===== config.mk =====
export PLATFORM = sky130hd
export DESIGN_NAME = param_proc
export DESIGN_NICKNAME = d
export VERILOG_FILES = /design/src/rtl/param_proc.sv
export SDC_FILE = /design/constraint.sdc
export NUM_CORES = 2
export LEC_CHECK = 0
export BUFFER_PORTS_ARGS = -buffer_cell sky130_fd_sc_hd__buf_2
export CORE_ASPECT_RATIO = 0.5
export CORE_MARGIN = 5
export CORE_UTILIZATION = 60
export CTS_CLUSTER_DIAMETER = 50
export DETAILED_ROUTE_END_ITERATION = 7
export HOLD_SLACK_MARGIN = 0.02
export PLACE_DENSITY = 0.77
export SYNTH_ARGS = -nofsm -noshare
export SYNTH_HDL_FRONTEND = slang
export SYNTH_SLANG_ARGS = --single-unit

===== constraint.sdc =====
create_clock -name clk -period 12.72 [get_ports clk]
set_clock_uncertainty 0.15 [all_clocks]
set_input_delay 0.636 -clock clk [delete_from_list [all_inputs] [get_ports clk]]
set_output_delay 0.636 -clock clk [all_outputs]
set_load 0.005 [all_outputs]

===== src/rtl/param_proc.sv =====
// rtl/param_proc.sv - multi-cycle parametrised fetch/decode/execute core with wait-state data port
module param_proc #(
    parameter int WIDTH    = 32,
    parameter int ADDRSIZE = 8,
    parameter int NREGS    = 4
) (
    input  logic                clk,
    input  logic                nrst,
    output logic [ADDRSIZE-1:0] iaddr,
    input  logic [31:0]         idata,
    output logic                mem_req,
    output logic                mem_we,
    output logic [ADDRSIZE-1:0] mem_addr,
    output logic [WIDTH-1:0]    mem_wdata,
    input  logic [WIDTH-1:0]    mem_rdata,
    input  logic                mem_ack,
    output logic [5:0]          flags,
    output logic                halted,
    output logic                illegal
);
    localparam int RW = (NREGS > 1) ? $clog2(NREGS) : 1;

    localparam logic [2:0] S_FETCH  = 3'd0;
    localparam logic [2:0] S_DECODE = 3'd1;
    localparam logic [2:0] S_EXEC   = 3'd2;
    localparam logic [2:0] S_MEM    = 3'd3;
    localparam logic [2:0] S_HALT   = 3'd4;

    localparam logic [3:0] OP_HLT = 4'd0;
    localparam logic [3:0] OP_BRA = 4'd1;
    localparam logic [3:0] OP_NOP = 4'd2;
    localparam logic [3:0] OP_STR = 4'd3;
    localparam logic [3:0] OP_SHF = 4'd4;
    localparam logic [3:0] OP_CPL = 4'd5;
    localparam logic [3:0] OP_ADD = 4'd6;
    localparam logic [3:0] OP_MUL = 4'd7;
    localparam logic [3:0] OP_LDR = 4'd8;
    localparam logic [3:0] OP_LDI = 4'd9;

    logic [2:0]          state;
    logic [ADDRSIZE-1:0] pc;
    logic [31:0]         ir;
    logic [WIDTH-1:0]    regs [NREGS];

    logic [3:0]          opcode, ccode, rd, rs;
    logic                im;
    logic [15:0]         imm;
    logic [ADDRSIZE-1:0] addr;

    assign opcode = ir[31:28];
    assign ccode  = ir[27:24];
    assign im     = ir[27];
    assign rd     = ir[23:20];
    assign rs     = ir[19:16];
    assign imm    = ir[15:0];
    assign addr   = ADDRSIZE'(imm);
    assign iaddr  = pc;

    // Indices beyond the register file read as zero and never write.
    logic [WIDTH-1:0] rd_val, rs_val;
    always_comb begin
        rd_val = '0;
        rs_val = '0;
        if (32'(rd) < NREGS) rd_val = regs[rd[RW-1:0]];
        if (32'(rs) < NREGS) rs_val = regs[rs[RW-1:0]];
    end

    logic [WIDTH-1:0]   opnd, alu_res;
    logic [WIDTH:0]     sum;
    logic [2*WIDTH-1:0] prod;
    logic [5:0]         shamt;
    logic               alu_carry, alu_op;
    always_comb begin
        opnd      = im ? WIDTH'(imm) : rs_val;
        sum       = {1'b0, rd_val} + {1'b0, opnd};
        prod      = {{WIDTH{1'b0}}, rd_val} * {{WIDTH{1'b0}}, rs_val};
        shamt     = imm[5:0];
        alu_res   = '0;
        alu_carry = 1'b0;
        alu_op    = 1'b1;
        case (opcode)
            OP_SHF: if (32'(shamt) < WIDTH) alu_res = im ? (rd_val << shamt) : (rd_val >> shamt);
            OP_CPL: alu_res = ~opnd;
            OP_ADD: begin
                alu_res   = sum[WIDTH-1:0];
                alu_carry = sum[WIDTH];
            end
            OP_MUL: begin
                alu_res   = prod[WIDTH-1:0];
                alu_carry = |prod[2*WIDTH-1:WIDTH];
            end
            default: alu_op = 1'b0;
        endcase
    end

    logic             wr_en;
    logic [WIDTH-1:0] wr_data;
    always_comb begin
        wr_en   = 1'b0;
        wr_data = alu_res;
        if (state == S_EXEC) begin
            if (opcode == OP_LDI) begin
                wr_en   = 1'b1;
                wr_data = WIDTH'(imm);
            end else if (alu_op) begin
                wr_en = 1'b1;
            end
        end else if (state == S_MEM && mem_ack && !mem_we) begin
            wr_en   = 1'b1;
            wr_data = mem_rdata;
        end
        if (32'(rd) >= NREGS) wr_en = 1'b0;
    end

    always_ff @(posedge clk or negedge nrst) begin
        if (!nrst) begin
            for (int i = 0; i < NREGS; i++) regs[i] <= '0;
        end else if (wr_en) begin
            regs[rd[RW-1:0]] <= wr_data;
        end
    end

    always_ff @(posedge clk or negedge nrst) begin
        if (!nrst) begin
            state     <= S_FETCH;
            pc        <= '0;
            ir        <= '0;
            flags     <= 6'b000001;
            mem_req   <= 1'b0;
            mem_we    <= 1'b0;
            mem_addr  <= '0;
            mem_wdata <= '0;
            halted    <= 1'b0;
            illegal   <= 1'b0;
        end else begin
            case (state)
                S_FETCH: state <= S_DECODE;
                S_DECODE: begin
                    ir    <= idata;
                    pc    <= pc + ADDRSIZE'(1);
                    state <= S_EXEC;
                end
                S_EXEC: begin
                    state <= S_FETCH;
                    case (opcode)
                        OP_HLT: begin
                            halted <= 1'b1;
                            state  <= S_HALT;
                        end
                        // The taken branch lands after the DECODE increment and overrides it.
                        OP_BRA: if (ccode < 4'd6 && flags[ccode[2:0]]) pc <= addr;
                        OP_NOP, OP_LDI: ;
                        OP_STR, OP_LDR: begin
                            mem_req   <= 1'b1;
                            mem_we    <= (opcode == OP_STR);
                            mem_addr  <= addr;
                            mem_wdata <= rd_val;
                            state     <= S_MEM;
                        end
                        default: begin
                            if (alu_op)
                                flags <= {alu_res[WIDTH-1], alu_res == '0, ^alu_res,
                                          ~alu_res[0], alu_carry, 1'b1};
                            else
                                illegal <= 1'b1;
                        end
                    endcase
                end
                S_MEM: begin
                    if (mem_ack) begin
                        mem_req <= 1'b0;
                        mem_we  <= 1'b0;
                        state   <= S_FETCH;
                    end
                end
                S_HALT: state <= S_HALT;
                default: state <= S_FETCH;
            endcase
        end
    end
endmodule

==> results.py <==
metrics = {
    "outcome": {
        "status": "finished, violations left",
        "violations": "max-capacitance violations",
    },
    "min_path": {
        "hp-start": "idata[22]",
        "min_path_cells": 2,
        "hp-class": "input port to flop",
    },
    "critical_path": {
        "worstSetupEndpoint": "flags[1]",
        "r2r_cells": 26,
        "crit_required_ns": 13.00,
        "startpoint": "ir[16]",
        "crit_type": "flop to flop",
        "crit_fanout": 25,
        "endpoint_kind": "flop",
        "reg2reg_from": "ir[16]",
        "critPathLaunchType": "flop",
        "arrival_ns": 12.51,
        "r2r_slack_ns": 0.49,
        "timing.rr.end": "flags[1]",
    },
    "synthesis": {
        "yosys_register_bits": 220,
        "synth_cells": 5670,
        "synth.distinct_cells": 90,
        "synth_edf_count": 0,
        "seq_area_frac_synth_pct": 11.2,
        "netlist_area_sq_um": 49000,
        "ys_warn_count": 0,
        "syn_avg_cell_area_sq_um": 8.65,
        "ys_async_sr_fraction_pct": 100,
        "synthFlopType": "dfrtp_1",
        "syn_nets": 6946,
    },
    "floorplanning": {
        "fp-row-count": 74,
        "start_util_pct": 60.3,
        "die_w_um": 414,
        "ios": 125,
        "die_y_um": 212,
        "coreArea_sq_um": 81300,
        "die_area_sq_um": 87900,
    },
    "pwr": {
        "combPwrFrac_pct": 76.4,
        "ir_worst_vdd_mv": 0.266,
        "powerDensity_nw_per_um2": 166,
        "sequentialPowerShare_pct": 15.0,
        "p_clk_share_pct": 8.6,
        "p_total_w": 0.00860,
        "switchingPower_w": 0.00525,
        "leakagePower_nw": 21.6,
        "p_int_w": 0.00336,
        "swShare_pct": 61.0,
    },
    "job": {
        "drv_cap": 1,
    },
    "timing": {
        "setup_tns_ns": 0,
        "maxSlewViolCount": 0,
        "fmax_mhz": 81.8,
        "rsz0062_at_grt": "no",
        "hold_violations": 0,
        "tightest_slew_ns": 1.47,
        "holdWs_ns": 0.136,
        "post-route-period-util_pct": 96.2,
        "max-slew-margin-rel_pct": 0.961,
        "setup_viol": 0,
        "finalCriticalPeriod_ns": 12.23,
    },
    "clock_network": {
        "clock_sinks": 220,
        "cts_tree": "done",
        "clock_tree.buffer_depth": 3,
        "ctsResizeCount": 0,
        "cts_setup_buffers": 0,
        "cts_buffers": 26,
        "clk_latency_ns": 0.58,
        "root_buffer": "clkbuf_16",
        "path_clk_slew_ns": 0.06,
        "htreeDepth": 1,
        "ctsHoldBuffers": 1,
    },
    "final_layout": {
        "drive_gt1_share_pct": 10.3,
        "area_delta_synth_final_pct": 5.95,
        "nets": 6902,
        "layout_commonest_cell": "fa_1",
        "final_cell_mix": "fa_1, nand2_1, nor2_1",
        "fillCellCount": 6834,
    },
    "placed_design": {
        "gp_congestion": 1.16,
        "dp_hpwl_um": 160000,
        "io_buffers": 123,
    },
    "drt": {
        "num_vias": 44277,
        "drc_errors": 0,
        "dr.pass1.iters": 7,
        "ant_nets": 0,
        "wirelength_um": 200000,
        "post_drt_via_cell_ratio": 6.56,
        "drt_iter0_drc": 5905,
        "wl_per_cell_um": 29.6,
    },
    "global_routing": {
        "grt_use_total_pct": 45.3,
        "grtUsageMet1_pct": 62.6,
        "top_usage_layer": "met2",
        "antenna_found_initial": 13,
        "grt_max_degree": 79,
        "grt_pass1_wl_um": 294000,
        "met3_usage_pct": 19.8,
        "overflow": 0,
        "grt_pass1_vias": 44896,
        "met2_usage_pct": 62.7,
    },
}
cells in the mapped netlist (26+ instances only):
cell type    n  area, sq um
mux2_2      81          912
nand3_1     92          460
o21ai_0    281         1410
inv_1      739         2770
a31oi_1     35          219
nand2_1    829         3110
and3_1      26          163
xnor2_1     41          359
buf_2       36          180
clkbuf_1   259          972
nand2b_1    39          244
a21o_1      42          315
ha_1       312         3900
o31ai_1     54          405
mux2i_1     74          741
nor3_1      60          300
nor2_1     813         3050
mux4_2      76         1710
a21oi_1    167          836
fa_1       897        18000
nand4_1     35          219
xor2_1      34          298
dfrtp_1    220         5510
buf_1       57          214
cell type report:
type	count	area (sq um)	area share, %
clock inverter	16	138	0.265
antenna	5	12.5	0.0241
tap	1102	1380	2.65
sequential	220	5510	10.6
clock buffer	32	723	1.39
multi-input combinational	4326	39400	75.9
timing repair buffer	293	1920	3.69
inverter	759	2850	5.49
metrics by stage:
| step | area, sq um | setup WS, ns | util, % | instances |
|---|---|---|---|---|
| floorplan | 49000 | 3.02 | - | 5670 |
| global placement | 51000 | 1.21 | 62.8 | 6698 |
| detailed placement | 51000 | 1.18 | 62.8 | 6698 |
| CTS | 51900 | 1.15 | 63.9 | 6747 |
| global route | 51900 | 0.534 | 63.9 | 6748 |
| finish | 51900 | 0.489 | 63.9 | 6753 |
worst max-delay path, cell delays in order, from the launching register on:
cell and delay, ns:
dfrtp_2 0.83, mux2_2 0.40, o21ai_0 1.11, nand2b_1 0.83, nor2_1 0.16, fa_1 0.53
fa_1 0.57, inv_1 0.06, fa_1 0.46, fa_1 0.55, inv_1 0.06, fa_1 0.55
fa_1 0.49, fa_1 0.54, fa_1 0.45, ha_1 0.50, nand2_1 0.20, o221ai_1 0.30
a211oi_1 0.19, a221oi_1 0.65, o2111ai_1 0.35, a211oi_1 0.72, o21ai_1 0.18, xnor2_1 0.16
a2111o_1 0.36, nor4_1 0.59, nor2_1 0.09
registers in the layout, summed over array words and instances (netlist names):
register and cells:
mem_wdata 32, state 3, flags 5, mem_addr 8
ir 32, mem_we 1, halted 1, illegal 1
regs 128, iaddr 8, mem_req 1
cell families after synthesis:
family / count (synthesis) / synth area share [%]
other: 1 / 0.00765
DFF: 220 / 11.2
xor gates and xnor gates: 75 / 1.34
AOI/OAI and AO/OA: 814 / 10.3
buffers and inverters: 1124 / 8.83
and+or+nand+nor: 1996 / 16.8
adders and majority gates: 1209 / 44.6
muxes: 231 / 6.86
layer usage:
| layer | up-vias | share of wire, % |
|---|---|---|
| met5 | - | 0.038 |
| li1 | 18114 | - |
| met1 | 22251 | 38 |
| met2 | 3313 | 39 |
| met4 | 14 | 5.3 |
| met3 | 585 | 17 |
worst min path at each step:
stage / endpoint / slack (ns)
after detailed placement: halted / 0.31
after floorplan: flags[1] / 0.19
after global placement: halted / 0.29
final: ir[22] / 0.14
after global routing: ir[22] / 0.14
after CTS: ir[21] / 0.13
power by group through the flow:
stage	combinational [W]	clock [W]	sequential (W)
after floorplan	0.00376	0	0.00110
after global placement	0.00615	0	0.00126
after detailed placement	0.00619	0	0.00128
after CTS	0.00624	0.000747	0.00127
after global routing	0.00680	0.000777	0.00132
final	0.00657	0.000743	0.00129
No activity file was read; power rests on OpenSTA's default activity.
